## src/rtl/gap_junction_sequencer.sv

```systemverilog
// Run controller for the GapJunction HLS core: launches num_runs ap_ctrl_hs invocations per command,
// streams input_r, drains and checks output_r framing, and watchdogs each run.
module gap_junction_sequencer #(
  parameter int IN_BEATS           = 216,
  parameter int OUT_BEATS          = 24,
  parameter int Stop_Counter_Value = 20000
) (
  input  logic        clk,
  input  logic        reset,
  input  logic        start,
  input  logic [7:0]  num_runs,
  output logic        ap_start_0,
  input  logic        ap_done_0,
  output logic        input_r_TVALID_0,
  input  logic        input_r_TREADY_0,
  output logic [31:0] input_r_TDATA_0,
  output logic        input_r_TLAST_0,
  input  logic        output_r_TVALID_0,
  output logic        output_r_TREADY_0,
  input  logic [31:0] output_r_TDATA_0,
  input  logic        output_r_TLAST_0,
  output logic        busy,
  output logic        done,
  output logic [7:0]  runs_done,
  output logic [3:0]  Error_Counter,
  output logic        timeout_flag,
  output logic [2:0]  dbg_state
);

  typedef enum logic [2:0] {
    S_IDLE   = 3'd0,
    S_LAUNCH = 3'd1,
    S_STREAM = 3'd2,
    S_NEXT   = 3'd3,
    S_FINISH = 3'd4
  } state_t;

  localparam logic [23:0] IN_N     = 24'(IN_BEATS);
  localparam logic [23:0] IN_LAST  = 24'(IN_BEATS - 1);
  localparam logic [15:0] OUT_N    = 16'(OUT_BEATS);
  localparam logic [15:0] OUT_LAST = 16'(OUT_BEATS - 1);
  localparam logic [19:0] WD_LAST  = 20'(Stop_Counter_Value - 1);

  state_t      r_state;
  state_t      w_state_nxt;
  logic [7:0]  r_num_runs;
  logic [7:0]  r_runs_done;
  logic [23:0] r_in_cnt;
  logic [15:0] r_out_cnt;
  logic        r_done_seen;
  logic [19:0] r_wd;
  logic        r_ap_start;
  logic [3:0]  r_err;
  logic        r_timeout;

  logic        w_in_valid;
  logic        w_out_ready;
  logic        w_in_hs;
  logic        w_out_hs;
  logic        w_stream_done;
  logic        w_wd_event;
  logic        w_wd_expire;
  logic        w_err_early;
  logic        w_err_miss;
  logic        w_err_surplus;
  logic [1:0]  w_err_inc;
  logic [4:0]  w_err_sum;
  logic [3:0]  w_err_nxt;
  logic        w_unused_tdata;

  // Both streams use AXI-Stream rules: a beat transfers on a rising edge where VALID and READY are
  // both high; VALID and its payload never drop or change while waiting for READY.
  assign w_in_valid    = (r_state == S_STREAM) && (r_in_cnt < IN_N);
  assign w_out_ready   = (r_state == S_STREAM);
  assign w_in_hs       = w_in_valid && input_r_TREADY_0;
  assign w_out_hs      = w_out_ready && output_r_TVALID_0;
  assign w_stream_done = (r_in_cnt == IN_N) && (r_out_cnt >= OUT_N) && r_done_seen;
  assign w_wd_event    = w_in_hs || w_out_hs || ap_done_0;
  assign w_wd_expire   = (r_state == S_STREAM) && !w_stream_done && !w_wd_event && (r_wd == WD_LAST);

  assign w_err_early   = w_out_hs && output_r_TLAST_0 && (r_out_cnt != OUT_LAST);
  assign w_err_miss    = w_out_hs && !output_r_TLAST_0 && (r_out_cnt == OUT_LAST);
  assign w_err_surplus = w_out_hs && (r_out_cnt >= OUT_N);
  assign w_err_inc     = {1'b0, w_err_early} + {1'b0, w_err_miss} + {1'b0, w_err_surplus}
                       + {1'b0, w_wd_expire};
  assign w_err_sum     = {1'b0, r_err} + {3'b000, w_err_inc};
  assign w_err_nxt     = (w_err_sum > 5'd15) ? 4'hF : w_err_sum[3:0];

  assign w_unused_tdata = ^output_r_TDATA_0;

  always_comb begin
    w_state_nxt = r_state;
    case (r_state)
      S_IDLE:   if (start) w_state_nxt = (num_runs == 8'd0) ? S_FINISH : S_LAUNCH;
      S_LAUNCH: w_state_nxt = S_STREAM;
      S_STREAM: begin
        if (w_stream_done)    w_state_nxt = S_NEXT;
        else if (w_wd_expire) w_state_nxt = S_FINISH;
      end
      S_NEXT:   w_state_nxt = ((r_runs_done + 8'd1) == r_num_runs) ? S_FINISH : S_LAUNCH;
      S_FINISH: w_state_nxt = S_IDLE;
      default:  w_state_nxt = S_IDLE;
    endcase
  end

  always_ff @(posedge clk or posedge reset) begin
    if (reset) r_state <= S_IDLE;
    else       r_state <= w_state_nxt;
  end

  always_ff @(posedge clk or posedge reset) begin
    if (reset) begin
      r_num_runs  <= 8'd0;
      r_runs_done <= 8'd0;
      r_in_cnt    <= 24'd0;
      r_out_cnt   <= 16'd0;
      r_done_seen <= 1'b0;
      r_wd        <= 20'd0;
      r_ap_start  <= 1'b0;
      r_err       <= 4'd0;
      r_timeout   <= 1'b0;
    end else begin
      case (r_state)
        S_IDLE: begin
          r_ap_start <= 1'b0;
          if (start) begin
            r_num_runs  <= num_runs;
            r_runs_done <= 8'd0;
            r_err       <= 4'd0;
            r_timeout   <= 1'b0;
          end
        end
        S_LAUNCH: begin
          r_ap_start  <= 1'b1;
          r_in_cnt    <= 24'd0;
          r_out_cnt   <= 16'd0;
          r_done_seen <= 1'b0;
          r_wd        <= 20'd0;
        end
        S_STREAM: begin
          r_err <= w_err_nxt;
          if (w_in_hs) r_in_cnt <= r_in_cnt + 24'd1;
          // Saturate so a babbling core cannot wrap the count back into the legal range.
          if (w_out_hs && (r_out_cnt != 16'hFFFF)) r_out_cnt <= r_out_cnt + 16'd1;
          if (ap_done_0) begin
            r_done_seen <= 1'b1;
            r_ap_start  <= 1'b0;
          end
          if (w_wd_event) r_wd <= 20'd0;
          else            r_wd <= r_wd + 20'd1;
          if (w_wd_expire) begin
            r_timeout  <= 1'b1;
            r_ap_start <= 1'b0;
          end
        end
        S_NEXT:   r_runs_done <= r_runs_done + 8'd1;
        default: ;
      endcase
    end
  end

  assign ap_start_0        = r_ap_start;
  assign input_r_TVALID_0  = w_in_valid;
  assign input_r_TDATA_0   = w_in_valid ? {r_runs_done, r_in_cnt} : 32'd0;
  assign input_r_TLAST_0   = w_in_valid && (r_in_cnt == IN_LAST);
  assign output_r_TREADY_0 = w_out_ready;
  assign busy              = (r_state != S_IDLE);
  assign done              = (r_state == S_FINISH);
  assign runs_done         = r_runs_done;
  assign Error_Counter     = r_err;
  assign timeout_flag      = r_timeout;
  assign dbg_state         = r_state;

endmodule

```

## config.mk

```make
export PLATFORM = sky130hd
export DESIGN_NAME = gap_junction_sequencer
export DESIGN_NICKNAME = d
export VERILOG_FILES = /design/src/rtl/gap_junction_sequencer.sv
export SDC_FILE = /design/constraint.sdc
export NUM_CORES = 1
export LEC_CHECK = 0
export BUFFER_PORTS_ARGS = -buffer_cell sky130_fd_sc_hd__clkbuf_2
export CORE_MARGIN = 4
export CORE_UTILIZATION = 50
export CTS_BUF_LIST = sky130_fd_sc_hd__clkbuf_8
export DETAILED_ROUTE_END_ITERATION = 10
export PLACE_DENSITY = 0.76
export REMOVE_ABC_BUFFERS = 1
export SLEW_MARGIN = 20
export SYNTH_ARGS = -nofsm -noshare
export SYNTH_HDL_FRONTEND = slang
export SYNTH_SLANG_ARGS = --single-unit
```

## constraint.sdc

```tcl
create_clock -name clk -period 3.4 [get_ports clk]
set_clock_uncertainty 0.05 [all_clocks]
set_input_delay 0.17 -clock clk [delete_from_list [all_inputs] [get_ports clk]]
set_output_delay 0.17 -clock clk [all_outputs]
set_load 0.03 [all_outputs]
```

==> impl_metrics.py <==
metrics = {
    "detailed_routing": {
        "vias_per_cell": 5.74,
        "final_antenna_net_count": 0,
        "dr.first_iter.drc_count": 276,
        "drt_first_pass_iters": 5,
        "drc": 0,
        "vias": 4514,
        "wl_per_cell_um": 16.1,
        "routed_wl_mm": 12.7,
    },
    "global_routing": {
        "grt_max_degree": 35,
        "grt-ovfl-total": 0,
        "antenna_found_initial": 0,
        "use_met3_pct": 4.70,
        "busiest_layer": "met2",
        "grtUsageMet1_pct": 29.2,
        "grt_pass1_wl_mm": 21.0,
        "grt_use_total_pct": 22.7,
        "use_met2_pct": 38.3,
        "grt_pass1_vias": 4426,
    },
    "worst_setup_path": {
        "timing.rr.start": "dbg_state[1]",
        "rrSetupSlack_ns": -0.09,
        "critical_path_peak_fanout": 4,
        "cp.arrival_ns": 3.67,
        "start_kind": "flop",
        "timing.rr.end": "Error_Counter[2]",
        "r2r.worst_path.cells": 15,
        "crit_type": "flop to flop",
        "crit_required_ns": 3.58,
        "crit_path_end_kind": "flop",
    },
    "floorplan": {
        "num_io_pins": 101,
        "rows": 35,
        "initial_core_util_pct": 51.9,
        "design.die.area_um2": 11400,
        "dieWidth_um": 107,
        "dieHeight_um": 107,
        "coreArea_um2": 9370,
    },
    "power_and_ir_drop": {
        "p_leak_nw": 2.90,
        "ir_drop_uv": 354,
        "cellPowerDensity_nw_per_um2": 578,
    },
    "placed_design": {
        "hpwlAfterDp_mm": 8.65,
        "post_dp_cell_area_um2": 5560,
        "place.gp.congestion": 0.864,
        "port_buffers": 52,
        "dpl.cell_count": 754,
        "preCtsSetupSlack_ns": -0.215,
    },
    "finish": {
        "area_growth_pct": 24.6,
        "design_area_um2": 6060,
        "finalNonFillerCells": 787,
        "antenna_cells": 0,
        "layout-drive-gt1-share_pct": 25.7,
        "fillers": 738,
        "final_cell_mix": "dfrtp_1 (86), buf_4 (69), nand2_1 (66), clkbuf_2 (52), nor2_1 (41)",
        "layout_commonest_cell": "dfrtp_1",
        "utilization_pct": 64.7,
        "nets": 711,
    },
    "timing": {
        "fin_crit_ns": 3.49,
        "setup_slack_ns": -0.0857,
        "setup_violations": 4,
        "slew_viol_final": 0,
        "hold_viol": 0,
        "fmax_mhz": 287,
        "rsz0062_at_grt": "yes",
        "finalCritPeriodShare_pct": 103,
        "relSlewSlack_pct": 50.7,
        "worst_pin_slew_ns": 0.739,
        "setup_tns_ns": -0.151,
    },
    "cts": {
        "cts_tree": "done",
        "clk_pin_slew_ns": 0.09,
        "h-tree-depth": 3,
        "worstSkewPairLatency_ns": 0.36,
        "numCtsBuffers": 9,
        "cts_sinks": 86,
        "cts-root-buf": "clkbuf_8",
        "clock_path_buffers": 2,
    },
    "logic_synthesis": {
        "syn_area_um2": 4870,
        "async_flop_share_pct": 100,
        "synth_area_leaders": "dfrtp_1 (44%), nand2_1 (5.1%), o21ai_0 (3.9%), xor2_1 (3.6%), nor2_1 (3.2%)",
        "ys_seq_area_share_pct": 44.2,
        "synth_top_area_share_pct": 44.2,
        "synth_edf_count": 0,
        "yosysTopAreaCell": "dfrtp_1",
        "avgSynthCellArea_um2": 9.06,
        "ys_types": 63,
        "ys_ff_latch": 86,
        "ys_warn_count": 0,
        "post_synth_inst_count": 537,
        "synth_ff_type": "dfrtp_1",
    },
    "hold_path": {
        "hp-class": "input port to flop",
        "hp-start": "ap_done_0",
        "whs_path_depth": 2,
        "whs_endpoint": "ap_start_0",
    },
    "status": {
        "status": "finished with violations",
        "violations": "negative setup slack",
    },
    "job": {
        "drv_cap": 0,
    },
}
## worst max-delay path, stage by stage (launching register included)
cell and delay [ns]:
dfrtp_1 0.38, or3b_4 0.26, inv_6 0.05, nand2_4 0.06
nand4_1 0.09, or4b_4 0.55, nor3_4 0.15, inv_1 0.08
fa_1 0.50, inv_2 0.05, ha_4 0.15, xnor2_2 0.17
inv_1 0.11, fa_2 0.40, nor4b_2 0.24, nor3_1 0.07
## sequential cells by signal, indices dropped and copies added (netlist names)
signal	cells
r_in_cnt	24
r_wd	20
r_out_cnt	16
r_num_runs	8
runs_done	8
Error_Counter	4
dbg_state	3
ap_start_0	1
r_done_seen	1
timeout_flag	1
## metrics by stage
step	hold WS [ns]	total power, mW
2_1_floorplan	0.216	2.11
3_3_place_gp	0.173	2.51
3_5_place_dp	0.176	2.56
4_1_cts	0.00303	3.47
5_1_grt	0.0307	3.69
6_report	0.0394	3.50
## cell families (layout without fill, tap and decap cells)
family | Yosys count | after routing | synth area share [%]
multiplexers | 2 | 2 | 0.411
AND/OR/NAND/NOR | 246 | 246 | 26.5
XOR/XNOR | 31 | 31 | 5.58
other | 1 | 16 | 0.0771
AO/OA/AOI/OAI | 102 | 102 | 13.7
flip-flops | 86 | 86 | 44.2
adder cells (fa/ha/maj) | 11 | 11 | 3.14
buffers and inverters | 58 | 164 | 6.43
## cells in the mapped netlist (2+ instances only)
cell      instances
buf_2             3
and2_1           19
a22o_1            2
or3b_1            2
clkbuf_1         16
buf_6             2
o21a_1            2
nor3b_1           2
a211oi_2          2
fa_1              2
nand2b_1          2
ha_1              9
nor2_1           42
nand3_1          26
nand4_1          13
buf_4            19
nor2b_1           4
a21oi_1          15
or3_1             4
nor4_1           11
a31oi_1           7
nand4b_1          3
inv_1            17
o31ai_1           7
a211oi_1          2
o21ai_0          38
mux2i_1           2
xnor2_1          11
nand2_1          66
o22ai_1           2
o21ai_1           9
and3_1           22
xor2_1           20
o41ai_1           2
nor3_1           14
dfrtp_1          86
and4_1            6
## area by class of cell
cell class | instances | area (µm²) | share of cell area, %
clock inverter | 7 | 120 | 1.98
clock buffer | 9 | 124 | 2.04
multi-input combinational | 408 | 2560 | 42.3
inverter | 18 | 73.8 | 1.22
sequential | 86 | 2150 | 35.5
tap | 129 | 161 | 2.66
timing repair buffer | 130 | 868 | 14.3
## per-layer routing
layer | routed length (µm) | up-vias | share of wire (%)
met4 | 267 | 0 | 2.1
met5 | 0 | - | 0
met3 | 739 | 28 | 5.8
met1 | 5390 | 2229 | 43
met2 | 6260 | 161 | 49
li1 | - | 2096 | -
## where the power goes
group / internal [mW] / total (mW) / switching (mW)
clock network: 0.492 / 0.867 / 0.376
logic: 0.445 / 1.35 / 0.908
registers: 1.15 / 1.28 / 0.131
total: 2.09 / 3.50 / 1.41
## worst max path at each step
| stage | start | endpoint | slack, ns | depth (start not counted) |
|---|---|---|---|---|
| after detailed placement | r_wd[15] | Error_Counter[2] | -0.21 | 14 |
| after global routing | r_wd[18] | Error_Counter[2] | -0.21 | 13 |
| after global placement | dbg_state[1] | Error_Counter[2] | -0.14 | 15 |
| final | dbg_state[1] | Error_Counter[2] | -0.09 | 15 |
| after CTS | dbg_state[1] | Error_Counter[2] | -0.09 | 15 |
| after floorplan | dbg_state[0] | Error_Counter[2] | -0.60 | 15 |
## repair_timing
action / in CTS / in global routing
setup endpoints to repair: 4 / 4
endpoints found under the hold margin: 37 / 0
hold buffers: 9 / 0
pin swaps: 17 / 9
buffers inserted: 6 / 2
gates resized for setup: 13 / 7
(Power assumes the default switching activity.)
